File: src/rtl/hockey_input_cond.sv
// hockey_input_cond: front end for the air-hockey game FSM.
// Each player's raw button, direction and Y switches are synchronised through
// two flops. A debounce FSM turns the button into one pulse per accepted press,
// and DIR/Y are captured together with that pulse. A free-running divider
// produces the game tick.
//
// Handshake: BTN_A/BTN_B/tick are single-cycle strobes with no backpressure.
// DIR_x/Y_in_x are valid from the cycle BTN_x is high and hold until the next
// accepted press.
// o_dbg_state exposes {player B state, player A state} (RELEASED=0,
// PRESS_WAIT=1, PRESSED=2, RELEASE_WAIT=3).
module hockey_input_cond #(
  parameter int DEB_CYCLES = 4,
  parameter int CNT_W      = 20,
  parameter int TICK_DIV   = 4,
  parameter int TICK_W     = 20
) (
  input  logic       clk,
  input  logic       rst,
  input  logic       btn_a_raw,
  input  logic       btn_b_raw,
  input  logic [1:0] dir_a_raw,
  input  logic [1:0] dir_b_raw,
  input  logic [2:0] y_a_raw,
  input  logic [2:0] y_b_raw,
  output logic       BTN_A,
  output logic       BTN_B,
  output logic [1:0] DIR_A,
  output logic [1:0] DIR_B,
  output logic [2:0] Y_in_A,
  output logic [2:0] Y_in_B,
  output logic       tick,
  output logic [3:0] o_dbg_state
);

  typedef enum logic [1:0] {
    RELEASED     = 2'd0,
    PRESS_WAIT   = 2'd1,
    PRESSED      = 2'd2,
    RELEASE_WAIT = 2'd3
  } deb_state_t;

  localparam logic [CNT_W-1:0]  DEB_LAST  = CNT_W'(DEB_CYCLES - 1);
  localparam logic [TICK_W-1:0] TICK_LAST = TICK_W'(TICK_DIV - 1);

  // Index 0 is player A, index 1 is player B. Vector layout: {btn, dir[1:0], y[2:0]}.
  logic [5:0]        w_raw     [2];
  logic [5:0]        r_s1      [2];
  logic [5:0]        r_s2      [2];
  deb_state_t        r_state   [2];
  deb_state_t        w_state_nxt [2];
  logic [CNT_W-1:0]  r_cnt     [2];
  logic [CNT_W-1:0]  w_cnt_nxt [2];
  logic              w_accept  [2];
  logic              r_btn     [2];
  logic [4:0]        r_data    [2];
  logic [TICK_W-1:0] r_tick_cnt;

  assign w_raw[0] = {btn_a_raw, dir_a_raw, y_a_raw};
  assign w_raw[1] = {btn_b_raw, dir_b_raw, y_b_raw};

  // Two-flop synchronisers on every raw input; only r_s2 is used downstream.
  always_ff @(posedge clk or posedge rst) begin
    if (rst) begin
      for (int p = 0; p < 2; p++) begin
        r_s1[p] <= '0;
        r_s2[p] <= '0;
      end
    end else begin
      for (int p = 0; p < 2; p++) begin
        r_s1[p] <= w_raw[p];
        r_s2[p] <= r_s1[p];
      end
    end
  end

  // Debounce next-state logic; w_accept marks the PRESS_WAIT -> PRESSED transition.
  always_comb begin
    for (int p = 0; p < 2; p++) begin
      w_state_nxt[p] = r_state[p];
      w_cnt_nxt[p]   = r_cnt[p];
      w_accept[p]    = 1'b0;
      case (r_state[p])
        RELEASED: begin
          if (r_s2[p][5]) begin
            w_state_nxt[p] = PRESS_WAIT;
            w_cnt_nxt[p]   = CNT_W'(1);
          end else begin
            w_cnt_nxt[p]   = '0;
          end
        end
        PRESS_WAIT: begin
          if (!r_s2[p][5]) begin
            w_state_nxt[p] = RELEASED;
            w_cnt_nxt[p]   = '0;
          end else if (r_cnt[p] == DEB_LAST) begin
            w_state_nxt[p] = PRESSED;
            w_cnt_nxt[p]   = '0;
            w_accept[p]    = 1'b1;
          end else begin
            w_cnt_nxt[p]   = r_cnt[p] + CNT_W'(1);
          end
        end
        PRESSED: begin
          // Holding the button never re-triggers.
          if (!r_s2[p][5]) begin
            w_state_nxt[p] = RELEASE_WAIT;
            w_cnt_nxt[p]   = CNT_W'(1);
          end
        end
        RELEASE_WAIT: begin
          // A short low glitch falls back to PRESSED without a new pulse.
          if (r_s2[p][5]) begin
            w_state_nxt[p] = PRESSED;
            w_cnt_nxt[p]   = '0;
          end else if (r_cnt[p] == DEB_LAST) begin
            w_state_nxt[p] = RELEASED;
            w_cnt_nxt[p]   = '0;
          end else begin
            w_cnt_nxt[p]   = r_cnt[p] + CNT_W'(1);
          end
        end
        default: begin
          w_state_nxt[p] = RELEASED;
          w_cnt_nxt[p]   = '0;
        end
      endcase
    end
  end

  // Debounce state/counter registers plus the registered pulse and captured DIR/Y.
  always_ff @(posedge clk or posedge rst) begin
    if (rst) begin
      for (int p = 0; p < 2; p++) begin
        r_state[p] <= RELEASED;
        r_cnt[p]   <= '0;
        r_btn[p]   <= 1'b0;
        r_data[p]  <= '0;
      end
    end else begin
      for (int p = 0; p < 2; p++) begin
        r_state[p] <= w_state_nxt[p];
        r_cnt[p]   <= w_cnt_nxt[p];
        r_btn[p]   <= w_accept[p];
        if (w_accept[p]) begin
          r_data[p] <= r_s2[p][4:0];
        end
      end
    end
  end

  // Free-running game tick divider, 0..TICK_DIV-1.
  always_ff @(posedge clk or posedge rst) begin
    if (rst) begin
      r_tick_cnt <= '0;
    end else if (r_tick_cnt == TICK_LAST) begin
      r_tick_cnt <= '0;
    end else begin
      r_tick_cnt <= r_tick_cnt + TICK_W'(1);
    end
  end

  assign tick        = (r_tick_cnt == TICK_LAST);
  assign BTN_A       = r_btn[0];
  assign BTN_B       = r_btn[1];
  assign DIR_A       = r_data[0][4:3];
  assign Y_in_A      = r_data[0][2:0];
  assign DIR_B       = r_data[1][4:3];
  assign Y_in_B      = r_data[1][2:0];
  assign o_dbg_state = {r_state[1], r_state[0]};

endmodule
File: config.mk
export PLATFORM = sky130hd
export DESIGN_NAME = hockey_input_cond
export DESIGN_NICKNAME = d
export VERILOG_FILES = /design/src/rtl/hockey_input_cond.sv
export SDC_FILE = /design/constraint.sdc
export NUM_CORES = 1
export LEC_CHECK = 0
export ABC_AREA = 1
export ABC_CLOCK_PERIOD_IN_PS = 4400
export CAP_MARGIN = 20
export CORE_MARGIN = 4
export CORE_UTILIZATION = 25
export DETAILED_ROUTE_END_ITERATION = 6
export PLACE_DENSITY = 0.36
export SYNTH_ARGS = -nofsm -noshare
export SYNTH_HDL_FRONTEND = slang
export SYNTH_SLANG_ARGS = --single-unit
File: constraint.sdc
create_clock -name clk -period 4.4 [get_ports clk]
set_input_delay 1.1 -clock clk [delete_from_list [all_inputs] [get_ports clk]]
set_output_delay 1.1 -clock clk [all_outputs]
set_load 0.02 [all_outputs]
==> results.md, run 1 <==
- Synth Instances: between 600 and 700
- Initial antenna violation count: 0
- Critical path arrival: roughly 2200 ps
- Initial Util: 0.254
- Sequential share of the synthesized area: 0.508
- Power Total: about 2.4 mW
- Netlist cell types: 32
- Synth warn: 0
- Row count: between 50 and 60
- HP Class: reg2reg
- Setup TNS: 0 ps
- Synth Register Bits: 100
- Wire per inst: 12.2 um
- Nets: 658
- DP Wirelength: ~8100 um
- Hold bufs inserted after CTS: 0
- Antenna-violating nets left: 0
- Post-CTS Setup Repair Bufs: 0
- Sequential share of power: 0.442
- Final core occ: 0.302
- Core area: between 15000 and 20000 um2
- Root Driver: clkbuf_16
- NetSw: 0.763 mW
- Largest net degree at the start of global routing: 63
- Setup Viol. Count Final: 0
- CP Max Fanout: 5
- PortBufs: 30
- Sink Count: 100
- CTS max path bufs: 2
- Final hold vios: 0
- Internal power: ~1.7 mW
- Clock share of power: 0.345
- P&R area growth vs syn: 18.9%
- Crit end category: output port
- Switching share of power: 0.316
- Cell Area, Synth: 4930 um2
- Initial DRC count: around 180
- Gpl congestion: between 0.7 and 0.8
- Unrepaired setup endpoints after global routing: no
- PwrDens: 412 nW/um2
- TritonRoute pass-1 iters: 4
- DP Area: around 5500 um2
- Num ports: 31
- Post-cts resize count: 0
- Crit path launch type: flip-flop
- Clock Latency Late Sink: between 300 and 400 ps
- Die footprint: 22000 um2
- Layout cells sized above 1: 0.0666
- Final Non-Filler Cells: 912
- Gate power share: 0.213
- Total Wirelength: ~11000 um
- Maximum VDD drop: ~200 uV
- Max Clock Skew: 6.83 ps
- Peak Freq: slightly above 300 MHz
- First-pass GRT wire length: 18900 um
- Status: complete, no violations
- Vias/cell: around 4.3
- Leak pwr: between 2 and 3 nW
- Slew Limit Fails: 0
- Drt drc: 0
- CTS tree: done
- Design Area, Final: between 5000 and 6000 um2
- CTS Buf Count: 9
- Period utilisation layout: 0.752
- Die Height: 148 um
- Total global-route track usage: 0.106
- Crit path time final: approximately 3300 ps
- Net count after synthesis: just over 600
- GR Overflow Total: 0
- Placed Cells: just under 900
- Slew @ Worst Pin: between 700 and 800 ps
- CTS clock-pin slew for the worst setup and hold paths: about 70 ps
- CP required: approximately 3300 ps
- Relative slew slack: 0.468
- Die Wd: ~150 um
- Via count: roughly 3900
- Htree depth: 3
- Max Cap Violations: 0
- Setup CP Type: reg2out
- Syn Area/Cell: ~8.2 um2
- Vias in the first global route: between 3000 and 4000
registers in the layout, indices dropped and copies added, names as in the netlist, 2 cells and up, named ones only:
signal,cells
r_cnt,40
r_tick_cnt,20
r_s1,12
r_s2,12
Y_in_A,3
Y_in_B,3
DIR_A,2
DIR_B,2
o_dbg_state,2
synthesized netlist by cell type, drive strengths merged:
master | number | area share
a21oi | 5 | 0.0051
nand4 | 17 | 0.022
and3 | 1 | 0.0013
nor2 | 116 | 0.098
nand2 | 138 | 0.11
a31oi | 2 | 0.0025
a21boi | 2 | 0.0030
o21ai | 14 | 0.014
xnor2 | 4 | 0.0071
nand3b | 6 | 0.0091
o21bai | 2 | 0.0030
inv | 86 | 0.066
nor4 | 3 | 0.0038
ha | 3 | 0.0076
nor3b | 1 | 0.0038
nand3 | 41 | 0.043
or2 | 1 | 0.0013
dfrtp | 100 | 0.51
buf | 5 | 0.0069
nor3 | 26 | 0.035
o22ai | 3 | 0.0038
xor2 | 28 | 0.050
kinds of logic after synthesis:
group / count (synthesis) / synth area share
AOI/OAI and AO/OA: 28 / 0.0317
xor gates and xnor gates: 32 / 0.0569
adders and majority gates: 3 / 0.00762
buffers and inverters: 91 / 0.0724
DFF: 100 / 0.508
and+or+nand+nor: 350 / 0.323
power groups by stage:
stage               sequential (mW)  combinational (mW)  clock, mW
floorplan                      1.14               0.262          0
global placement               1.09               0.534          0
detailed placement             1.09               0.530          0
CTS                            1.07               0.532      0.873
global route                   1.08               0.589      0.905
finish                         1.07               0.515      0.833
worst max-delay path, cell delays in order, from the launching register on:
cell and delay [ps]:
dfrtp_1 420, ha_1 260, inv_1 150, nor3_1 190, nand3_1 110, nor2_1 110
clkdlybuf4s50_1 610
path summary, 6_finish.rpt:
path	start	to	slack, ps	cells after the start
worst max-delay path	r_tick_cnt[0]$_DFF_PP0_	tick	1090	6
worst max register to register	r_cnt[20]$_DFFE_PP0P_	r_cnt[28]$_DFFE_PP0P_	2510	10
max in group asynchronous	rst	Y_in_A[0]$_DFFE_PP0P_	2430	3
min in group asynchronous	rst	BTN_B$_DFF_PP0_	1250	2
worst min-delay path	r_s1[10]$_DFF_PP0_	r_s2[10]$_DFF_PP0_	350	0
worst min register to register	r_s1[10]$_DFF_PP0_	r_s2[10]$_DFF_PP0_	350	0
stage by stage:
step	hold slack [ps]	setup slack, ps
finish	351	1090
global route	356	920
CTS	353	1050
detailed placement	336	1450
global placement	333	1500
floorplan	331	681
metal layers:
layer | global-route usage | wire [um] | vias to the layer above
met4 | 0.0333 | 121 | 0
met2 | 0.170 | 5150 | 64
li1 | - | - | 1972
met5 | 0 | 0 | -
met1 | 0.143 | 5540 | 1845
met3 | 0.0256 | 347 | 8
area by class of cell:
| type | instances | area [um2] |
|---|---|---|
| multi-input combinational | 413 | 2070 |
| tap | 265 | 332 |
| sequential | 100 | 2500 |
| antenna | 1 | 2.50 |
| fill | 2082 | 13500 |
| clock inverter | 6 | 70.1 |
| clock buffer | 10 | 239 |
| timing repair buffer | 31 | 320 |
| inverter | 86 | 325 |
placed cells by master (no fill, tap or decap), types with 4 or more instances in the layout:
cell type,instances
nor2_4,4
clkbuf_16,9
dfrtp_1,100
nor2_1,105
a21oi_1,5
nor2_2,7
nand2_1,135
nor3_2,4
nor3_1,20
nand3_1,40
nand3b_1,6
inv_1,82
nand4_1,17
xor2_1,28
xnor2_1,4
o21ai_0,11
clkdlybuf4s50_1,30
(Power assumes the default switching activity.)
==> run 2: changes to the inputs <==
--- a/config.mk
+++ b/config.mk
@@ -6,7 +6,7 @@
 export NUM_CORES = 1
 export LEC_CHECK = 0
 export ABC_AREA = 1
-export ABC_CLOCK_PERIOD_IN_PS = 4400
+export ABC_CLOCK_PERIOD_IN_PS = 3100
 export CAP_MARGIN = 20
 export CORE_MARGIN = 4
 export CORE_UTILIZATION = 25
==> constraint.sdc (replaced) <==
create_clock -name clk -period 3.1 [get_ports clk]
set_input_delay 0.775 -clock clk [delete_from_list [all_inputs] [get_ports clk]]
set_output_delay 0.775 -clock clk [all_outputs]
set_load 0.02 [all_outputs]
==> results.md, run 2 (same netlist as run 1, synthesis figures left out) <==
- Status: complete, no violations
- Htree depth: 3 (unchanged)
- Die footprint: 22000 um2 (unchanged)
- Total Wirelength: 11000 um (-1.3%)
- R2r endpoint: r_cnt[34]$_DFFE_PP0P_
- CTS clock-pin slew for the worst setup and hold paths: 80 ps (about the same)
- Via count: 3877 (-0.31%)
- Crit end category: output port
- CTS tree: done
- Nets: 659 (+0.15%)
- P&R area growth vs syn: 18.7%
- Crit path time final: between 2000 and 3000 ps
- Worst hold slack: 350 ps (-0.460 ps)
- Largest registers: r_cnt (40), r_tick_cnt (20)
- Period utilisation layout: 0.954
- Largest register FFs: 40 (unchanged)
- Setup CP Type: reg2out
- Drt drc: 0 (unchanged)
- Number of filler cells placed in the layout: 2104 (+1.1%)
- Num ports: 31 (unchanged)
- Final Non-Filler Cells: 912 (unchanged)
- Setup Viol. Count Final: 0 (unchanged)
- HP Class: reg2reg
- Gpl congestion: 0.806 (+1.2%)
- Initial DRC count: 261 (+47%)
- Relative slew slack: 0.640 (+0.173)
- Global routing met2 resource utilization: 0.177 (+0.00685)
- Root Driver: clkbuf_16
- Leak pwr: 2.69 nW (-0.18%)
- Die Height: 148 um (unchanged)
- Sink Count: 100 (unchanged)
- Final hold vios: 0 (unchanged)
- Placed Cells: 896 (+0.11%)
- Maximum VDD drop: 387 uV (+90%)
- Layout cells sized above 1: 0.0680 (+0.00144)
- CP required: 2320 ps (-980 ps)
- Unrepaired setup endpoints after global routing: no
- Crit path launch type: flip-flop
- Total global-route track usage: 0.108 (+0.00149)
- Slew @ Worst Pin: 538 ps (-260 ps)
- Initial Util: 0.254 (unchanged)
- Max Cap Violations: 0 (unchanged)
- DP Wirelength: 8120 um (about the same)
- Initial antenna violation count: 0 (unchanged)
- Register with the most flip-flops: r_cnt
- Setup TNS: 0 ps (unchanged)
- CTS max path bufs: 2 (unchanged)
- PwrDens: 575 nW/um2 (+39%)
- Met1 Usage GRT: 0.140 (-0.00203)
- Largest net degree at the start of global routing: 62 (-1.6%)
- Hold path start: r_s1[1]$_DFF_PP0_
- Core area: 19400 um2 (unchanged)
- Wire per inst: 12.1 um (-1.3%)
- Post-CTS Setup Repair Bufs: 0 (unchanged)
- Vias in the first global route: 3919 (+0.98%)
- TritonRoute pass-1 iters: 4 (unchanged)
- Clock Latency Late Sink: 350 ps (about the same)
- FF-to-FF Start: r_cnt[20]$_DFFE_PP0P_
- Die Wd: 148 um (unchanged)
- Post-cts resize count: 0 (unchanged)
- Commonest non-fill, non-tap cells in the layout: nand2_1 (135), nor2_1 (105), dfrtp_1 (100), inv_1 (82), nand3_1 (40)
- First-pass GRT wire length: 19200 um (+1.5%)
- Gr busiest metal: met2
- Most common cell after layout, fill and taps aside: nand2_1
- M3 GR Usage: 0.0277 (+0.00213)
- Row count: 51 (unchanged)
- CTS Buf Count: 9 (unchanged)
- CP Max Fanout: 5 (unchanged)
- Critical path arrival: 2180 ps (-30 ps)
- Hold bufs inserted after CTS: 0 (unchanged)
- Antenna-violating nets left: 0 (unchanged)
- Hold Path Stages: 0 (unchanged)
- PortBufs: 30 (unchanged)
- GR Overflow Total: 0 (unchanged)
- Worst Hold Endpoint: r_s2[1]$_DFF_PP0_
- Peak Freq: ~340 MHz
- Diodes inserted: 0 (-1)
- FF-to-FF path depth: 10 (unchanged)
- Max Clock Skew: 6.27 ps (-0.552 ps)
- Final core occ: 0.301 (-0.000516)
- Slew Limit Fails: 0 (unchanged)
- Vias/cell: 4.25 (-0.31%)
- R2r setup slk: 1200 ps (-1310 ps)
-- run 2: worst max-delay path: stages (launching register included) --
cell             delay, ps
dfrtp_1                410
ha_1                   260
inv_1                  140
nor3_1                 190
nand3_1                100
nor2_1                 110
clkdlybuf4s50_1        610
-- run 2: how the worst max path moves through the flow --
stage,slack [ps],end,from
finish,140,tick,r_tick_cnt[0]$_DFF_PP0_
floorplan,1100,tick,r_tick_cnt[0]$_DFF_PP0_
CTS,90,tick,r_tick_cnt[0]$_DFF_PP0_
global placement,540,tick,r_tick_cnt[0]$_DFF_PP0_
detailed placement,490,tick,r_tick_cnt[0]$_DFF_PP0_
global route,20,tick,r_tick_cnt[0]$_DFF_PP0_
-- run 2: stage by stage --
step / power, mW / worst slack [ps] / cell area, um2
after detailed placement: 2.29 / 491 / 5560
final: 3.36 / 143 / 5850
after CTS: 3.45 / 90.0 / 5850
after global placement: 2.30 / 539 / 5560
after floorplan: 1.99 / 1100 / 4930
after global routing: 3.60 / 19.2 / 5850
-- run 2: where the power goes --
group / internal (mW) / leakage, nW / switching (mW)
Clock: 0.566 / 0.142 / 0.548
Sequential: 1.42 / 1.32 / 0.0936
Combinational: 0.270 / 1.23 / 0.464
-- run 2: final cells by class --
type                            instances  area (um2)  share of cell area
Clock buffer                            9         225              0.0385
Inverter                               86         327              0.0558
Sequential cell                       100        2500               0.428
Clock inverter                          7        67.6              0.0116
Tap cell                              265         332              0.0567
Multi-Input combinational cell        413        2070               0.353
Timing Repair Buffer                   32         328              0.0561
-- run 2: layer usage --
metal | up-vias | wire length [um]
li1 | 1978 | -
met1 | 1836 | 5220
met2 | 54 | 5250
met3 | 9 | 393
met4 | 0 | 150
met5 | - | 0
